<file path="src/rtl/lc3b_control.sv">
// Multi-cycle LC-3b control FSM: fetch, decode, execute, memory access, writeback.
// Latency (zero-wait memory): ALU/JMP/LEA/BR-not-taken 5, BR taken 6, LDR/STR 7 cycles.
// Backpressure: memory requests are held in FETCH2/LDR1/STR2 until mem_resp pulses.
module lc3b_control (
    input  logic       clk,
    input  logic       reset_n,
    input  logic [3:0] opcode,
    input  logic       branch_enable,
    input  logic       imm5_enable,
    input  logic       imm11_enable,
    input  logic       mem_resp,
    output logic [1:0] pcmux_sel,
    output logic       load_pc,
    output logic       storemux_sel,
    output logic       load_ir,
    output logic       load_regfile,
    output logic       load_mar,
    output logic       load_mdr,
    output logic       load_cc,
    output logic [1:0] alumux_sel,
    output logic [1:0] regfilemux_sel,
    output logic       marmux_sel,
    output logic       mdrmux_sel,
    output logic [3:0] aluop,
    output logic       mem_read,
    output logic       mem_write,
    output logic [1:0] mem_byte_enable
);

    localparam logic [3:0] ALU_ADD  = 4'd0;
    localparam logic [3:0] ALU_AND  = 4'd1;
    localparam logic [3:0] ALU_NOT  = 4'd2;
    localparam logic [3:0] ALU_PASS = 4'd3;

    typedef enum logic [3:0] {
        ST_FETCH1, ST_FETCH2, ST_FETCH3, ST_DECODE,
        ST_ADD, ST_AND, ST_NOT, ST_BR, ST_BR_TAKEN,
        ST_CALC_ADDR, ST_LDR1, ST_LDR2, ST_STR1, ST_STR2,
        ST_JMP, ST_LEA
    } state_t;

    state_t state, next_state;

    // IR[11] only matters for JSR, which this controller does not sequence.
    logic unused_imm11;
    assign unused_imm11 = imm11_enable;

    always_ff @(posedge clk or negedge reset_n) begin
        if (!reset_n) state <= ST_FETCH1;
        else          state <= next_state;
    end

    always_comb begin
        next_state      = state;
        pcmux_sel       = 2'd0;
        load_pc         = 1'b0;
        storemux_sel    = 1'b0;
        load_ir         = 1'b0;
        load_regfile    = 1'b0;
        load_mar        = 1'b0;
        load_mdr        = 1'b0;
        load_cc         = 1'b0;
        alumux_sel      = 2'd0;
        regfilemux_sel  = 2'd0;
        marmux_sel      = 1'b0;
        mdrmux_sel      = 1'b0;
        aluop           = ALU_ADD;
        mem_read        = 1'b0;
        mem_write       = 1'b0;
        mem_byte_enable = 2'b11;

        // Outputs are forced quiet while reset is held so an abandoned access never strobes.
        if (reset_n) begin
            case (state)
                ST_FETCH1: begin
                    marmux_sel = 1'b1;
                    load_mar   = 1'b1;
                    load_pc    = 1'b1;
                    next_state = ST_FETCH2;
                end
                ST_FETCH2: begin
                    mem_read   = 1'b1;
                    mdrmux_sel = 1'b1;
                    load_mdr   = 1'b1;
                    if (mem_resp) next_state = ST_FETCH3;
                end
                ST_FETCH3: begin
                    load_ir    = 1'b1;
                    next_state = ST_DECODE;
                end
                ST_DECODE: begin
                    case (opcode)
                        4'b0001:          next_state = ST_ADD;
                        4'b0101:          next_state = ST_AND;
                        4'b1001:          next_state = ST_NOT;
                        4'b0000:          next_state = ST_BR;
                        4'b0110, 4'b0111: next_state = ST_CALC_ADDR;
                        4'b1100:          next_state = ST_JMP;
                        4'b1110:          next_state = ST_LEA;
                        default:          next_state = ST_FETCH1;
                    endcase
                end
                ST_ADD, ST_AND: begin
                    aluop        = (state == ST_ADD) ? ALU_ADD : ALU_AND;
                    alumux_sel   = imm5_enable ? 2'd2 : 2'd0;
                    load_regfile = 1'b1;
                    load_cc      = 1'b1;
                    next_state   = ST_FETCH1;
                end
                ST_NOT: begin
                    aluop        = ALU_NOT;
                    load_regfile = 1'b1;
                    load_cc      = 1'b1;
                    next_state   = ST_FETCH1;
                end
                ST_BR: next_state = branch_enable ? ST_BR_TAKEN : ST_FETCH1;
                ST_BR_TAKEN: begin
                    pcmux_sel  = 2'd1;
                    load_pc    = 1'b1;
                    next_state = ST_FETCH1;
                end
                ST_CALC_ADDR: begin
                    alumux_sel = 2'd1;
                    load_mar   = 1'b1;
                    next_state = (opcode == 4'b0110) ? ST_LDR1 : ST_STR1;
                end
                ST_LDR1: begin
                    mem_read   = 1'b1;
                    mdrmux_sel = 1'b1;
                    load_mdr   = 1'b1;
                    if (mem_resp) next_state = ST_LDR2;
                end
                ST_LDR2: begin
                    regfilemux_sel = 2'd1;
                    load_regfile   = 1'b1;
                    load_cc        = 1'b1;
                    next_state     = ST_FETCH1;
                end
                ST_STR1: begin
                    storemux_sel = 1'b1;
                    aluop        = ALU_PASS;
                    load_mdr     = 1'b1;
                    next_state   = ST_STR2;
                end
                ST_STR2: begin
                    mem_write = 1'b1;
                    if (mem_resp) next_state = ST_FETCH1;
                end
                ST_JMP: begin
                    pcmux_sel  = 2'd2;
                    load_pc    = 1'b1;
                    next_state = ST_FETCH1;
                end
                ST_LEA: begin
                    regfilemux_sel = 2'd2;
                    load_regfile   = 1'b1;
                    load_cc        = 1'b1;
                    next_state     = ST_FETCH1;
                end
                default: next_state = ST_FETCH1;
            endcase
        end
    end

endmodule

</file>
<file path="config.mk">
export PLATFORM = sky130hd
export DESIGN_NAME = lc3b_control
export DESIGN_NICKNAME = d
export VERILOG_FILES = /design/src/rtl/lc3b_control.sv
export SDC_FILE = /design/constraint.sdc
export NUM_CORES = 1
export LEC_CHECK = 0
export BUFFER_PORTS_ARGS = -buffer_cell sky130_fd_sc_hd__clkbuf_2
export CAP_MARGIN = 10
export CELL_PAD_IN_SITES_DETAIL_PLACEMENT = 2
export CELL_PAD_IN_SITES_GLOBAL_PLACEMENT = 2
export CORE_UTILIZATION = 21
export CTS_CLUSTER_SIZE = 10
export DETAILED_ROUTE_END_ITERATION = 10
export PLACE_DENSITY_LB_ADDON = 0.05
export SLEW_MARGIN = 0
export SYNTH_ARGS = -nofsm -noshare
export SYNTH_HDL_FRONTEND = slang
export SYNTH_SLANG_ARGS = --single-unit
</file>
<file path="constraint.sdc">
create_clock -name clk -period 1.3 [get_ports clk]
set_input_delay 0.26 -clock clk [delete_from_list [all_inputs] [get_ports clk]]
set_output_delay 0.26 -clock clk [all_outputs]
set_load 0.01 [all_outputs]
</file>
==> results.toml <==
[floorplanning]
dieArea_um2 = 3760
start_util = 0.219
io_pins = 33
die_w_um = 61.3
core_area_um2 = 3360
rows = 21
die_h_um = 61.3

[global_routing]
grt_usage = 0.161
grt_pass1_wl_um = 4420
grt_pass1_vias = 915
antenna_found_initial = 0
grt-ovfl-total = 0
grt_max_degree = 19

[synthesis]
netlist_area_um2 = 738
synth.distinct_cells = 35
syn_area_per_cell_um2 = 6.77
async_flop_share = 1.00
synth_warnings = 0
synth-seq-area-share = 0.136
synth-edff-count = 0
synthFlopType = "dfrtp_1"
ys_seq_elements = 4
netlist_instances = 109

[sta]
setup_viol = 23
fmax_ghz = 0.572
rsz0062_at_grt = "yes"
final.setup.tns_ns = -6.08
min_period_over_period = 1.34
fin_skew_ns = 0.00205
drv_slew = 0
setup_slack_ns = -0.447
fin_crit_ns = 1.75
finalHoldViolations = 0

[critical_path]
crit_arrival_ns = 1.49
crit_required_ns = 1.04
cp-end-kind = "output pin"
startpoint_type = "flip-flop"
r2r_end = "state[3]"
r2r_cells = 5
reg2reg_slack_ns = -0.30
rr_startpoint = "state[2]"
crit_type = "flip-flop to output pin"
crit_fanout = 3

[detailed_routing]
routedWlPerCell_um = 14.5
dr.pass1.iters = 4
drt-vias-per-instance = 4.71
drc_errors = 0
drtIter0Drc = 6
ant_nets = 0
routed_wl_um = 3030
vias = 984

[clocking]
cts_max_level = 1
cts_root_buffer = "clkbuf_4"
cts_tree = "yes"
cts_made_buffers = 3
clock-sinks = 4
path_clk_slew_ns = 0.04
clockBufferDepth = 2
clock_latency_ns = 0.23

[finish]
regMostFlops = "state"
nNetsFinal = 175
final_cells = 209
top_regs = "state: 4 flops"
antenna_cells = 0
final_area_um2 = 1350
layout-area-overhead-vs-synth_pct = 82.4
drive_above_1_share = 0.595
largest_reg_flops = 4
utilization = 0.400

[hold_path]
hold_class = "primary input to async pin"

[placement]
port-buffer-count = 27
dp_hpwl_um = 2150
dpl_cell_area_um2 = 1080
gp_congestion = 0.810
dp.cells = 195

[outcome]
outcome = "finished, violations left"
violations = "negative setup slack"

[flow_run]
maxCapViolations = 0

[pwr]
p_leak_nw = 0.644
pwr_density_cell_nw_per_um2 = 2110
peakVddDrop_v = 0.000511
==> cells by family (layout without fill, tap and decap cells) <==
family          Yosys count  count (layout)  share of synthesized area
buf+inv                  16              68                      0.139
flops                     4               4                      0.136
xor+xnor                  2               2                     0.0237
other cells               2               4                     0.0102
simple gates             61              61                      0.449
compound gates           24              24                      0.242
==> placed cells by master (no fill, tap or decap), drive strengths merged, types with 5 or more instances in the layout <==
master,n
buf,49
a21oi,5
nand2,8
clkbuf,18
nand2b,11
nor2,11
nand3,6
==> worst max-delay path by stage <==
stage          startpoint  endpoint  slack, ns  depth (start not counted)
2_1_floorplan    state[0]  load_mdr      -0.16                          5
3_3_place_gp     state[2]  load_mar      -0.23                          4
3_5_place_dp     state[2]  load_mar      -0.24                          4
4_1_cts          state[1]  load_mdr      -0.45                          6
5_1_grt          state[0]  load_mdr      -0.52                          6
6_report         state[0]  load_mdr      -0.45                          5
==> layer usage <==
| metal | up-vias | GRT usage | routed length [um] |
|---|---|---|---|
| met5 | - | 0 | 0 |
| met4 | 0 | 0.0390 | 34 |
| met3 | 4 | 0.0126 | 77 |
| met2 | 21 | 0.272 | 1520 |
| met1 | 474 | 0.221 | 1390 |
| li1 | 485 | - | - |
==> Yosys cell counts, types with 3 or more instances <==
library cell	instances	share of area
nand3_1	6	0.041
nor3_1	4	0.027
buf_2	7	0.047
nor2_1	11	0.056
a211oi_1	3	0.031
nand2_1	8	0.041
nand2b_1	11	0.093
o21ai_0	3	0.020
nor2b_1	4	0.034
a21oi_1	5	0.034
buf_4	7	0.071
and3_1	4	0.034
and2_1	4	0.034
dfrtp_1	4	0.14
==> stage by stage <==
step / setup slack, ns / hold WS [ns] / power (mW)
2_1_floorplan: -0.160 / -0.0356 / 1.33
3_3_place_gp: -0.229 / 0.285 / 1.97
3_5_place_dp: -0.240 / 0.289 / 2.01
4_1_cts: -0.445 / 0.0807 / 2.32
5_1_grt: -0.517 / 0.0905 / 3.05
6_report: -0.447 / 0.0636 / 2.83
==> worst max-delay path, stage by stage (launching register included) <==
cell     delay [ns]
dfrtp_1        0.40
or3b_4         0.40
and2_4         0.16
nor2_4         0.08
or2_1          0.10
buf_2          0.12
==> cell type report <==
cell class / instances / area (um^2)
timing repair buffer: 64 / 482
sequential: 4 / 101
inverter: 1 / 6.26
clock buffer: 3 / 22.5
fill: 415 / 2020
tap: 46 / 57.6
multi-input combinational: 91 / 677
==> timing repair <==
| item | in CTS | in global routing |
|---|---|---|
| pin swaps | 2 | 11 |
| hold buffers | 0 | 0 |
| cloned | 0 | 0 |
| setup buffers | 1 | 10 |
| resized for setup | 13 | 40 |
| endpoints found under the setup margin | 23 | 23 |
==> power breakdown <==
group          internal [mW]  switching [mW]
Clock                  0.103          0.0532
Combinational           1.27            1.13
Sequential             0.190          0.0907
Total                   1.56            1.27
No activity file was read; power rests on OpenSTA's default activity.
